**config.mk**
```make
export PLATFORM = sky130hd
export DESIGN_NAME = alu_md_seq
export DESIGN_NICKNAME = d
export VERILOG_FILES = /design/src/rtl/alu_md_seq.sv
export SDC_FILE = /design/constraint.sdc
export NUM_CORES = 1
export LEC_CHECK = 0
export BUFFER_PORTS_ARGS = -buffer_cell sky130_fd_sc_hd__buf_2
export CAP_MARGIN = 10
export CELL_PAD_IN_SITES_DETAIL_PLACEMENT = 1
export CELL_PAD_IN_SITES_GLOBAL_PLACEMENT = 1
export CORE_MARGIN = 2
export CORE_UTILIZATION = 47
export CTS_CLUSTER_DIAMETER = 150
export DETAILED_ROUTE_END_ITERATION = 10
export PLACE_DENSITY = 0.92
export SYNTH_ARGS = -nofsm -noshare
export SYNTH_HDL_FRONTEND = slang
export SYNTH_SLANG_ARGS = --single-unit
```
**constraint.sdc**
```tcl
create_clock -name i_clk -period 4.55 [get_ports i_clk]
set_input_delay 0.2275 -clock i_clk [delete_from_list [all_inputs] [get_ports i_clk]]
set_output_delay 0.2275 -clock i_clk [all_outputs]
set_load 0.02 [all_outputs]
```
**src/rtl/alu_md_seq.sv**
```systemverilog
`default_nettype none
// ============================================================================
// Module   : alu_md_seq
// Purpose  : Registered MIPS-style ALU with iterative unsigned multiply/divide
//            behind a valid/ready handshake.
// Revision : 1.0  initial release
// ============================================================================
module alu_md_seq #(
    parameter int WIDTH = 32,
    parameter int CNT_W = $clog2(WIDTH)
) (
    input  logic             i_clk,
    input  logic             i_rst_n,
    input  logic             i_valid,
    output logic             o_ready,
    input  logic [WIDTH-1:0] i_op1,
    input  logic [WIDTH-1:0] i_op2,
    input  logic [3:0]       i_control,
    output logic             o_valid,
    output logic [WIDTH-1:0] o_result,
    output logic [WIDTH-1:0] o_hi,
    output logic             o_zf,
    output logic             o_ovf
);

    localparam logic [3:0] c_OP_AND   = 4'b0000;
    localparam logic [3:0] c_OP_OR    = 4'b0001;
    localparam logic [3:0] c_OP_ADD   = 4'b0010;
    localparam logic [3:0] c_OP_XOR   = 4'b0011;
    localparam logic [3:0] c_OP_SUB   = 4'b0110;
    localparam logic [3:0] c_OP_SLT   = 4'b0111;
    localparam logic [3:0] c_OP_SLTU  = 4'b1000;
    localparam logic [3:0] c_OP_MULTU = 4'b1001;
    localparam logic [3:0] c_OP_DIVU  = 4'b1010;
    localparam logic [3:0] c_OP_NOR   = 4'b1100;

    localparam logic [0:0] c_IDLE = 1'b0;
    localparam logic [0:0] c_BUSY = 1'b1;

    localparam logic [CNT_W-1:0] c_CNT_LAST = CNT_W'(WIDTH - 1);
    localparam logic [CNT_W-1:0] c_CNT_ONE  = CNT_W'(1);
    localparam int               c_MSB      = WIDTH - 1;

    logic [0:0]       r_state;
    logic [CNT_W-1:0] r_cnt;
    logic             r_is_div;
    logic [WIDTH-1:0] r_hi;
    logic [WIDTH-1:0] r_lo;
    logic [WIDTH-1:0] r_b;

    logic [WIDTH-1:0] w_sum;
    logic [WIDTH-1:0] w_diff;
    logic [WIDTH-1:0] w_res;
    logic             w_ovf;
    logic             w_is_md;

    logic [WIDTH-1:0] w_mul_addend;
    logic [WIDTH:0]   w_mul_sum;
    logic [WIDTH:0]   w_div_shift;
    logic [WIDTH-1:0] w_div_diff;
    logic             w_div_ge;
    logic [WIDTH-1:0] w_nxt_hi;
    logic [WIDTH-1:0] w_nxt_lo;

    assign o_ready = (r_state == c_IDLE);
    assign w_sum   = i_op1 + i_op2;
    assign w_diff  = i_op1 - i_op2;
    assign w_is_md = (i_control == c_OP_MULTU) || (i_control == c_OP_DIVU);

    always_comb begin
        w_res = '0;
        w_ovf = 1'b0;
        case (i_control)
            c_OP_AND:  w_res = i_op1 & i_op2;
            c_OP_OR:   w_res = i_op1 | i_op2;
            c_OP_XOR:  w_res = i_op1 ^ i_op2;
            c_OP_NOR:  w_res = ~(i_op1 | i_op2);
            c_OP_ADD: begin
                w_res = w_sum;
                w_ovf = (i_op1[c_MSB] == i_op2[c_MSB]) && (w_sum[c_MSB] != i_op1[c_MSB]);
            end
            c_OP_SUB: begin
                w_res = w_diff;
                w_ovf = (i_op1[c_MSB] != i_op2[c_MSB]) && (w_diff[c_MSB] != i_op1[c_MSB]);
            end
            c_OP_SLT:  w_res = {{(WIDTH-1){1'b0}}, ($signed(i_op1) < $signed(i_op2))};
            c_OP_SLTU: w_res = {{(WIDTH-1){1'b0}}, (i_op1 < i_op2)};
            default:   w_res = '0;
        endcase
    end

    // Multiply: {hi,lo} shifts right, multiplier bits consumed from lo[0].
    // Divide: {rem,dividend} shifts left, quotient bits enter at lo[0];
    // a zero divisor naturally yields all-ones quotient and remainder = op1.
    assign w_mul_addend = r_lo[0] ? r_b : '0;
    assign w_mul_sum    = {1'b0, r_hi} + {1'b0, w_mul_addend};
    assign w_div_shift  = {r_hi, r_lo[c_MSB]};
    assign w_div_ge     = (w_div_shift >= {1'b0, r_b});
    assign w_div_diff   = w_div_shift[WIDTH-1:0] - r_b;

    assign w_nxt_hi = r_is_div ? (w_div_ge ? w_div_diff : w_div_shift[WIDTH-1:0])
                               : w_mul_sum[WIDTH:1];
    assign w_nxt_lo = r_is_div ? {r_lo[WIDTH-2:0], w_div_ge}
                               : {w_mul_sum[0], r_lo[WIDTH-1:1]};

    always_ff @(posedge i_clk or negedge i_rst_n) begin
        if (!i_rst_n) begin
            r_state  <= c_IDLE;
            r_cnt    <= '0;
            r_is_div <= 1'b0;
            r_hi     <= '0;
            r_lo     <= '0;
            r_b      <= '0;
            o_valid  <= 1'b0;
            o_result <= '0;
            o_hi     <= '0;
            o_zf     <= 1'b1;
            o_ovf    <= 1'b0;
        end else begin
            o_valid <= 1'b0;
            case (r_state)
                c_IDLE: begin
                    if (i_valid) begin
                        if (w_is_md) begin
                            r_state  <= c_BUSY;
                            r_cnt    <= c_CNT_LAST;
                            r_is_div <= (i_control == c_OP_DIVU);
                            r_hi     <= '0;
                            r_lo     <= (i_control == c_OP_DIVU) ? i_op1 : i_op2;
                            r_b      <= (i_control == c_OP_DIVU) ? i_op2 : i_op1;
                        end else begin
                            o_result <= w_res;
                            o_hi     <= '0;
                            o_zf     <= (w_res == '0);
                            o_ovf    <= w_ovf;
                            o_valid  <= 1'b1;
                        end
                    end
                end
                c_BUSY: begin
                    r_hi <= w_nxt_hi;
                    r_lo <= w_nxt_lo;
                    if (r_cnt == '0) begin
                        r_state  <= c_IDLE;
                        o_result <= w_nxt_lo;
                        o_hi     <= w_nxt_hi;
                        o_zf     <= (w_nxt_lo == '0);
                        o_ovf    <= 1'b0;
                        o_valid  <= 1'b1;
                    end else begin
                        r_cnt <= r_cnt - c_CNT_ONE;
                    end
                end
                default: r_state <= c_IDLE;
            endcase
        end
    end

endmodule
`default_nettype wire

```
* Yosys cells after proc, flatten, opt, wreduce, memory -nomap -nowiden
Cells that the tools add are included.
** Word-level totals
- Register bits after elaboration :: 170
- Input bits :: 71
- Output and inout port bits :: 68
- Logic and storage cells :: 95
** Cells by class
- Add/subtract/negate cells :: 5
- Magnitude comparators :: 3
- Equality and inequality tests :: 18
- Mux-type cells :: 42
- Bitwise gates (word level) :: 5
- Reductions and logical operators :: 11
** Operators with widths (number)
- two-way mux 32 bit :: 16
- one-hot mux 32 bit (2 select lines) :: 4
- one-hot mux 32 bit (8 select lines) :: 1
- logical NOT 32 bit :: 2
- less-than comparator 32 bit :: 2
- subtractor 32 bit :: 2
- adder 32 x 32 -> 33 bit :: 1
- >= comparator 33 x 32 -> 1 bit :: 1
- adder 32 bit :: 1
- AND 32 bit :: 1
- inverter 32 bit :: 1
- OR 32 bit :: 1
- XOR 32 bit :: 1
- == test 4 bit (second input constant) :: 4
- two-way mux 5 bit :: 3
- two-way mux 1 bit :: 12
- one-hot mux 1 bit (2 select lines) :: 5
- one-hot mux 5 bit (2 select lines) :: 1
- AND reduction 3 bit :: 3
- == test 4 x 2 -> 1 bit (second input constant) :: 2
- == test 4 x 3 -> 1 bit (second input constant) :: 2
- inequality test 2 bit (second input constant) :: 3
- logical NOT 5 bit :: 1
- subtractor 5 x 1 -> 5 bit (second input constant) :: 1
- other kinds (9) :: 13

* Logic depth before layout (Yosys ltp)
- Depth in word-level cells :: 7
- Gate-level depth with buffers :: 16
- Depth with buffers taken out :: 15

* Worst setup path before layout
OpenSTA, ideal clock, no wires.
- Path kind :: flip-flop to flip-flop
- Start :: register r_lo[0]
- End :: register o_hi[27]
- Library setup time :: 0.118 ns
- Arrival time :: 3.064 ns
- Data required time :: 4.432 ns
- Setup slack :: 1.368 ns
- Cell stages (with the launch flop) :: 15
- Path buffers :: 1
- Clock period less this slack :: 3.182 ns
- Cells stage by stage :: dfrtp_1 clkbuf_1 and2_1 ha_1 a21oi_1 nor3b_1 a211oi_1 o41a_1 a21oi_1 nor2_1 a21o_1 a211oi_1 nor3_1 a21o_1 a21o_1
** Between the ends
- Word-level cells in the longest chain between the ends :: 5
** Ends and longest elaborated chain
- from (decl) :: RTL line 48 : logic [WIDTH-1:0] r_lo;
- from (signal assigned) :: RTL line 129 : r_lo <= (i_control == c_OP_DIVU) ? i_op1 : i_op2;
- from (signal assigned) :: RTL line 142 : r_lo <= w_nxt_lo;
- two-way mux 32 bit :: RTL line 95 : assign w_mul_addend = r_lo[0] ? r_b : '0;
- adder 32 x 32 -> 33 bit :: RTL line 96 : assign w_mul_sum = {1'b0, r_hi} + {1'b0, w_mul_addend};
- two-way mux 32 bit :: RTL line 101 : assign w_nxt_hi = r_is_div ? (w_div_ge ? w_div_diff : w_div_shift[WIDTH-1:0])
- two-way mux 32 bit :: RTL line 143 : if (r_cnt == '0) begin
- one-hot mux 32 bit (2 select lines) :: RTL line 121 : case (r_state)
- to (signal assigned) :: RTL line 146 : o_hi <= w_nxt_hi;
- to (decl) :: RTL line 21 : output logic [WIDTH-1:0] o_hi,
Every way passes these cells. The select of a mux whose other input is x is not followed.
A chain may end at the register's enable or synchronous reset.

* Worst setup path after layout
- Start :: register r_lo[0]
- End :: register o_hi[26]
Same word-level chain as after synthesis.

==> results.md <==
* Initial antenna violation count at 2
* Pint at approximately 0.0063 W
* CTS buffer count at 17
* Slew headroom at ~25%
* Routability Congestion at roughly 0.99
* Post-DP HPWL at roughly 56,000 um
* CP delay by family, top: compound AO/OA/AOI/OAI gates
* Core area at 37,600 sq um
* CP Class: reg -> reg
* Synth warn at 0
* Post-CTS Hold Buffers at 1
* Power share of the combinational group at around 66%
* Worst-margin pin slew at between 1 and 1.5 ns
* Post-synthesis cell type count at 98
* Register area at 4260 sq um
* CP required at approximately 5 ns
* Post-Layout Cell Count at 2,801
* Vias in the first global route at about 19,000
* Remaining antenna violation count at 0
* H-tree depth at 4
* Share of cells above drive strength 1 at roughly an eighth
* CTS-repair resized insts at 0
* Psw at 0.00670 W
* Post-detailed-route wirelength per cell at about 27 um
* Post-route worst setup slack at roughly 0.47 ns
* Seq/Total Area, Yosys at between 20% and 30%
* Initial Util at 47.7%
* Gr ovfl total at 0
* Cells along the critical path: and2_1 > ha_1 > a21oi_1 > nor3b_1 > o21ai_0 > a211oi_1 > o21ai_0 > a22oi_1 > nor2b_1 > xnor2_1 > o21ai_0 > a21oi_1 > mux2_2
* Post-synthesis register bit count at 170
* CP Max Fanout at 11
* Number of clock sinks at 170
* Drt total wl at around 75,000 um
* Async SR Flop Fraction at between 90% and 100%
* Post-synthesis cell count at 2,217
* EDFF count, synth at 0
* DIE AREA at a little under 40,000 sq um
* Io pins at roughly 140
* TritonCTS clock tree: done
* IO Port Bufs at roughly 140
* Detailed Routing Iterations Pass 1 at 5
* Postcts setup bufs at 0
* Clk pwr share at between 10 and 15%
* Most used flip-flop cell after synthesis: dfrtp_1
* Largest net degree at the start of global routing at ~110
* Post-synth top cells: nor2_1 (172), a21oi_1 (171), dfrtp_1 (169)
* Fin crit period at just over 4 ns
* Layout fillers at roughly 4,600
* Via count at ~19,000
* Worst-Skew Late Latency at ~0.46 ns
* Placed Cells at roughly 2,800
* Outcome: finished, final reports clean
* # rows at 71
* RSZ-0062 raised after global routing: false
* Layout Skew at approximately 0.014 ns
* Syn-to-layout area delta at 9.74%
* Crit path buf inv count at 0
* Max Cap Violations at 0
* Setup TNS at 0 ns
* Initial DRC count at around 1,800
* Die height at 199 um
* Switching Fraction at approximately 50%
* Synth area leaders: dfrtp_1 (24%), ha_1 (12%), mux2i_1 (8.3%), a21oi_1 (4.8%), o21ai_0 (3.9%)
* Sequential share of power at 23.3%
* Mapped Area at 17,900 sq um
* Post-route clock period utilization at between 80% and 90%
* PD cells at roughly 660 nW/um^2
* Clock Path Buffers at 2
* Final setup viols at 0
* Critical Path End Type: flop
* Final #Nets at 2,518
* Multi-input logic area at 12,600 sq um
* Die Wd at ~200 um
* Critical path arrival at about 4.4 ns
* Lkg Pwr at around 9 nW
* Setup crit start kind: flop
* Syn nets at 2,457
* Count leader, synth: nor2_1
* DR vias/cell at between 6 and 7
* Synth area leader: dfrtp_1
* Most common cell on crit path: o21ai_0
* Hold WC Path Type: in -> reg
* Clock root cell: clkbuf_16
* Peak VDD IR at about 340 uV
* Finished Core Util at between 50% and 60%
* Total global-route track usage at a little under two fifths
* Max stage delay on crit path at approximately 0.53 ns
* DRC errors left at 0
* First-pass GRT wire length at about 110,000 um
* Pre-CTS WS at roughly 0.58 ns
* Post-Syn Area per Cell at 8.08 sq um
* Top-area cell type share of the netlist area at roughly a quarter
* Final max-slew violation count at 0
* Worst-path cell with the longest stage delay: a211oi_1
* Clock slew seen by the registers of the worst setup and hold paths at roughly 0.070 ns
* Hold Fails Final Rpt at 0
* Max Clk Rate at approximately 240 MHz
cell type report:
class | instances | share of cell area [%]
inverters | 149 | 2.84
clock buffers | 18 | 2.23
repair buffers | 175 | 5.16
multi-input cells | 1765 | 64.3
flip-flops and latches | 170 | 21.7
clock inverters | 12 | 0.573
well taps | 511 | 3.25
diodes | 1 | 0.0127
per-layer routing:
metal	wire [um]	part of all wire, %	global-route usage, %
met3	5570	7.5	5.43
met2	34700	46	61.4
met5	0	0	0
met1	30800	41	48.1
met4	3530	4.7	18.9
metrics by stage:
stage / instance area (sq um) / hold slack, ns / power (W)
after global placement: 19100 / 0.426 / 0.0108
after CTS: 19700 / 0.144 / 0.0128
after global routing: 19700 / 0.173 / 0.0138
final: 19700 / 0.166 / 0.0130
after detailed placement: 19100 / 0.443 / 0.0112
after floorplan: 17900 / -0.0681 / 0.00861
power groups by stage:
stage          Combinational [W]  Sequential, W  Clock (W)
2_1_floorplan            0.00566        0.00296          0
5_1_grt                  0.00923        0.00308    0.00150
3_3_place_gp             0.00782        0.00294          0
6_report                 0.00855        0.00303    0.00144
4_1_cts                  0.00839        0.00299    0.00144
3_5_place_dp             0.00824        0.00299          0
worst paths after layout:
path	slack, ns	cells past startpoint	endpoint	startpoint
worst max-delay path	0.47	13	o_hi[26]	r_lo[0]
worst min-delay path	0.17	3	r_b[31]	i_op2[31]
worst max register to register	0.47	13	o_hi[26]	r_lo[0]
worst min register to register	0.49	2	o_hi[17]	o_hi[17]
max in group asynchronous	3.06	3	o_zf	i_rst_n
min in group asynchronous	0.50	2	o_hi[8]	i_rst_n
cells by family (layout without fill, tap and decap cells):
kind of cell	Yosys count	count (layout)	share of synthesized area [%]
simple gates	637	637	17.6
xor+xnor	60	60	2.93
flops	170	170	23.7
mux	169	169	9.58
buf+inv	282	354	6.26
compound gates	730	730	27.9
fa+ha+maj	169	169	12.0
other cells	0	1	0
worst register-to-register path, cell delays in order, from the launching register on:
cell and delay [ns]:
dfrtp_1 0.49, and2_1 0.20, ha_1 0.33, a21oi_1 0.23
nor3b_1 0.35, o21ai_0 0.27, a211oi_1 0.53, o21ai_0 0.31
a22oi_1 0.32, nor2b_1 0.21, xnor2_1 0.08, o21ai_0 0.20
a21oi_1 0.11, mux2_2 0.35
placed cells by master, fill, tap and decap left out, drive strengths merged, types with 28 or more instances in the layout:
cell type | synthesis | layout
dfrtp | 169 | 169
a21oi | 171 | 171
nand3 | 44 | 44
a31oi | 29 | 29
a21o | 66 | 66
ha | 165 | 165
a221o | 28 | 28
nor3 | 50 | 50
a211oi | 28 | 28
nand2b | 29 | 29
and2 | 42 | 42
o21ai | 146 | 146
buf | 46 | 174
nor2 | 172 | 172
inv | 149 | 155
nand2 | 161 | 161
xnor2 | 37 | 37
mux2i | 149 | 149
registers in the layout, summed over array words and instances, names as in the netlist:
register / flops
r_is_div: 1
o_hi: 32
o_ovf: 1
o_result: 32
r_b: 32
r_lo: 32
r_hi: 32
o_valid: 1
r_state: 1
o_zf: 1
r_cnt: 5
Note: power is estimated with default switching activity, not from simulation.
